$ cat src/rtl/wb_pipe_reg.sv
// MEM->WB pipeline register for the 32-bit MIPS datapath.
// Carries the writeback bundle through DEPTH stages and supports stall and flush.
// Selects the writeback data and reports forwarding hits for two source registers.
module wb_pipe_reg #(
   parameter int DATA_W = 32,
   parameter int REG_W  = 5,
   parameter int DEPTH  = 1
) (
   input  logic              clk,
   input  logic              rst,
   input  logic              stall,
   input  logic              flush,
   input  logic              in_valid,
   input  logic              in_we,
   input  logic              in_mem_to_reg,
   input  logic [DATA_W-1:0] in_read_data,
   input  logic [DATA_W-1:0] in_result,
   input  logic [REG_W-1:0]  in_reg_dst,
   input  logic [REG_W-1:0]  src_a,
   input  logic [REG_W-1:0]  src_b,
   output logic              out_valid,
   output logic              out_we,
   output logic [DATA_W-1:0] out_wdata,
   output logic [REG_W-1:0]  out_reg_dst,
   output logic              hit_a,
   output logic              hit_b,
   output logic [DATA_W-1:0] fwd_a,
   output logic [DATA_W-1:0] fwd_b,
   output logic              busy
);

   // Stage 0 is the input side and stage DEPTH-1 drives the outputs.
   logic [DEPTH-1:0]             valid_q, valid_d;
   logic [DEPTH-1:0]             we_q, we_d;
   logic [DEPTH-1:0]             m2r_q, m2r_d;
   logic [DEPTH-1:0][DATA_W-1:0] rdata_q, rdata_d;
   logic [DEPTH-1:0][DATA_W-1:0] result_q, result_d;
   logic [DEPTH-1:0][REG_W-1:0]  dst_q, dst_d;
   logic [DEPTH-1:0][DATA_W-1:0] wb_data;

   // Next state: flush kills the control bits only; stall holds everything.
   always_comb begin
      valid_d  = valid_q;
      we_d     = we_q;
      m2r_d    = m2r_q;
      rdata_d  = rdata_q;
      result_d = result_q;
      dst_d    = dst_q;
      if (flush) begin
         valid_d = '0;
         we_d    = '0;
      end else if (!stall) begin
         valid_d[0]  = in_valid;
         we_d[0]     = in_we;
         m2r_d[0]    = in_mem_to_reg;
         rdata_d[0]  = in_read_data;
         result_d[0] = in_result;
         dst_d[0]    = in_reg_dst;
         for (int s = 1; s < DEPTH; s++) begin
            valid_d[s]  = valid_q[s-1];
            we_d[s]     = we_q[s-1];
            m2r_d[s]    = m2r_q[s-1];
            rdata_d[s]  = rdata_q[s-1];
            result_d[s] = result_q[s-1];
            dst_d[s]    = dst_q[s-1];
         end
      end
   end

   // State register; reset clears every field and wins over stall and flush.
   always_ff @(posedge clk) begin
      if (rst) begin
         valid_q  <= '0;
         we_q     <= '0;
         m2r_q    <= '0;
         rdata_q  <= '0;
         result_q <= '0;
         dst_q    <= '0;
      end else begin
         valid_q  <= valid_d;
         we_q     <= we_d;
         m2r_q    <= m2r_d;
         rdata_q  <= rdata_d;
         result_q <= result_d;
         dst_q    <= dst_d;
      end
   end

   // Writeback data for every stage, so forwarding sees the same selection as writeback.
   always_comb begin
      wb_data = '0;
      for (int s = 0; s < DEPTH; s++) begin
         wb_data[s] = m2r_q[s] ? rdata_q[s] : result_q[s];
      end
   end

   // Forwarding: walk oldest to youngest so the youngest qualifying stage wins.
   always_comb begin
      hit_a = 1'b0;
      hit_b = 1'b0;
      fwd_a = '0;
      fwd_b = '0;
      for (int s = DEPTH - 1; s >= 0; s--) begin
         if (valid_q[s] && we_q[s] && (src_a != '0) && (dst_q[s] == src_a)) begin
            hit_a = 1'b1;
            fwd_a = wb_data[s];
         end
         if (valid_q[s] && we_q[s] && (src_b != '0) && (dst_q[s] == src_b)) begin
            hit_b = 1'b1;
            fwd_b = wb_data[s];
         end
      end
   end

   assign out_valid   = valid_q[DEPTH-1];
   assign out_we      = valid_q[DEPTH-1] & we_q[DEPTH-1] & (dst_q[DEPTH-1] != '0);
   assign out_wdata   = wb_data[DEPTH-1];
   assign out_reg_dst = dst_q[DEPTH-1];
   assign busy        = |valid_q;

endmodule

$ cat config.mk
export PLATFORM = sky130hd
export DESIGN_NAME = wb_pipe_reg
export DESIGN_NICKNAME = d
export VERILOG_FILES = /design/src/rtl/wb_pipe_reg.sv
export SDC_FILE = /design/constraint.sdc
export NUM_CORES = 1
export LEC_CHECK = 0
export CORE_MARGIN = 2
export CORE_UTILIZATION = 30
export CTS_CLUSTER_DIAMETER = 120
export DETAILED_ROUTE_END_ITERATION = 6
export GPL_TIMING_DRIVEN = 0
export SLEW_MARGIN = 5
export SYNTH_ARGS = -nofsm -noshare
export SYNTH_HDL_FRONTEND = slang
export SYNTH_SLANG_ARGS = --single-unit
$ cat constraint.sdc
create_clock -name clk -period 3.1 [get_ports clk]
set_input_delay 0.775 -clock clk [delete_from_list [all_inputs] [get_ports clk]]
set_output_delay 0.775 -clock clk [all_outputs]
set_load 0.1 [all_outputs]
==> key figures <==
Drt
  • Total wire length: 14.52 mm
  • Vias: 4183
  • DRT iter0 DRCs: 91
  • Post-route ant nets: 0
  • Drc violations: 0
  • DR WL/cell: 16.52 microns
  • DR pass1 iterations: 4
  • Via/cell ratio: 4.759

Synthesis
  • Ys flop type: dfxtp_1
  • Largest family of logic cells by synthesized area: simple AND/OR/NAND/NOR gates
  • Synth area leaders: dfxtp_1 (37%), nand2_1 (14%), a21oi_1 (9.0%), mux2_2 (8.7%), nor4_2 (8.7%)
  • Seq/Total Area, Yosys: 37.17%
  • Area leader, netlist: dfxtp_1
  • Number of synthesized flops with an enable pin: 0
  • Mapped Area: 3877 sq um
  • Compound-gate portion of the synthesized area: 10.39%
  • Yosys top cell area share: 37.17%
  • Fraction of synthesized area in multiplexers: 9.745%
  • Post-Synth Adder-Cell Area: 0%
  • Syn avg cell area: 7.962 sq um
  • Synth Area in XOR/XNOR: 1.355%
  • Post-Syn Instances: 487
  • Synth async-reset ratio: 0%
  • FF+latch count, synth: 72
  • Syn Nets: 573
  • Synth warn: 0
  • Unique masters post-synth: 31
  • Synth Area in Simple Gates: 31.82%

Place
  • Final GP Congestion: 0.8678
  • Number of port buffers: 190
  • Placed wire-length estimate: 11.23 mm
  • Dpl cells: 849
  • Setup WS pre-CTS: -1.516 ns
  • Dpl cell area: 6963 sq um

Cells and area
  • Layout fillers: 1150
  • Fraction of layout cells with a size suffix above 1: 36.12%
  • Fin nets: 787
  • Multi-input logic area: 2984 sq um
  • Post-route cell area: 7616 sq um
  • Final std cells w/o fill: 879
  • Most frequent cells in the layout: nand2_1 (140), clkdlybuf4s50_1 (84), a21oi_1 (70)
  • Synth-to-layout area growth: 96.42%
  • Most common cell after layout, fill and taps aside: nand2_1
  • Reg area: 1451 sq um

CTS
  • Clock Latency Late Sink: 0.34 ns
  • Hold Buf Count CTS: 0
  • H-tree Lvls: 3
  • Clk sinks: 72
  • Clock transition at path regs: 0.06 ns
  • Root Buffer: clkbuf_16
  • CTS tree: done
  • CTS buffer count: 9
  • Clock Path Buffers: 2

STA
  • Final setup margin: -0.04085 ns
  • Final setup violation count: 4
  • Tcrit/Tclk final: 101.3%
  • Skew final: 0 ns
  • Final min period: 3.141 ns
  • Slew Viols, Final: 0
  • Slew Limit Headroom: 30.91%
  • Worst slew pin tran: 1.033 ns
  • RSZ-0062 raised after global routing: true
  • Fmax: 318.4 MHz
  • Final number of hold-violating endpoints: 0

Global routing
  • Initial antenna violation count: 1
  • Total gr overflow: 0
  • Number of global-route vias before repair: 4382
  • Global-route wire length before repair: 23.40 mm
  • Total Routing Usage GR: 21.23%
  • Largest net degree at the start of global routing: 13

Job
  • Max-Cap Viols: 0

Die
  • Die Width: 117.7 microns
  • Core ar.: 12620 sq um
  • Io pins: 192
  • Die area: 13850 sq um
  • Row count: 41
  • Die height: 117.7 microns
  • Initial Util: 30.73%

Setup path
  • Worst EP arrival: 2.37 ns
  • Crit Path Max Fanout: 6
  • CP required: 2.32 ns
  • Buffer and inverter count on the worst path: 5
  • Critical path type: in -> out
  • Worst Setup End Kind: output pin
  • Crit-path leading delay family: buffers and inverters
  • Worst-path cell chain: buf_6 -> xor2_1 -> a2111o_2 -> buf_12 -> buf_8 -> buf_12 -> nor4_4 -> buf_6
  • Startpoint Class: input port
  • Worst stage delay on the critical path: 0.47 ns
  • Slowest CP cell: a2111o_2

Power and ir drop
  • Leakage: 3.112 nW
  • Max rail drop VDD: 0.0002038 V
  • Power density cells: 373.3 nW/um^2

Hold path
  • Hold Crit Class: reg -> reg

Outcome
  • Status: finished with violations
  • Failing checks: negative setup slack
[metrics by stage]
| step | total power, mW | setup TNS [ns] | hold slack, ns | util (%) |
|---|---|---|---|---|
| CTS | 2.879 | -0.08135 | 0.4544 | 60.69 |
| detailed placement | 1.743 | -93.81 | 0.4451 | 55.18 |
| global placement | 1.735 | -93.53 | 0.4399 | 55.18 |
| finish | 2.843 | -0.05910 | 0.4518 | 60.35 |
| global route | 2.960 | -0.4518 | 0.4718 | 60.35 |
| floorplan | 1.514 | -15.88 | 0.4329 | - |
[worst min-delay path: cells and delay by family (launching register included)]
family,cells,cell delay [ns]
simple gates,1,0.05
flops,1,0.31
compound gates,1,0.05
[sequential cells by signal, indices dropped and copies added, names as in the netlist]
register     count
result_q        32
busy             1
rdata_q         32
we_q             1
out_reg_dst      5
m2r_q            1
[final timing paths]
kind / startpoint / to / cells past startpoint / slack [ns]
max reg2reg: m2r_q$_SDFFE_PP0P_ / m2r_q$_SDFFE_PP0P_ / 4 / 2.05
min reg2reg: rdata_q[13]$_SDFFE_PP0P_ / rdata_q[13]$_SDFFE_PP0P_ / 2 / 0.45
min: rdata_q[13]$_SDFFE_PP0P_ / rdata_q[13]$_SDFFE_PP0P_ / 2 / 0.45
max: src_b[0] / fwd_b[15] / 8 / -0.04
[layer usage]
layer / share of wire (%) / GRT usage (%)
met1: 41 / 24.50
met5: 0 / 0
met3: 6.1 / 5.766
met2: 51 / 38.48
met4: 1.8 / 5.648
[kinds of logic after synthesis]
group | Yosys count
and+or+nand+nor | 221
buffers and inverters | 79
AOI/OAI and AO/OA | 75
DFF | 72
muxes | 34
xor gates and xnor gates | 6
[report_power, final]
| part | switching (mW) | internal [mW] |
|---|---|---|
| sequential | 0.0273 | 0.969 |
| clock | 0.400 | 0.663 |
| combinational | 0.496 | 0.288 |
[layout make-up]
type                       count  area share (%)
inverter                      33           1.626
antenna                        1         0.03286
timing repair buffer         203           27.65
clock buffer                  11           3.319
sequential                    72           19.06
tap                          172           2.826
multi-input combinational    336           39.18
buffer                        46           5.586
clock inverter                 5          0.7229
[cells in the mapped netlist (4+ instances only)]
master,n
a21oi_1,70
buf_2,7
buf_4,5
buf_6,6
clkbuf_1,28
dfxtp_1,72
inv_1,33
mux2_2,30
mux2i_1,4
nand2_1,141
nor4_1,33
nor4_2,27
xnor2_1,4
[repair_timing]
action / CTS / global route
resized for setup: 554 / 26
setup endpoints to repair: 96 / 46
cloned: 4 / 0
buffers inserted: 10 / 1
pin swaps: 21 / 5
Power figures use the tool's default switching activity.
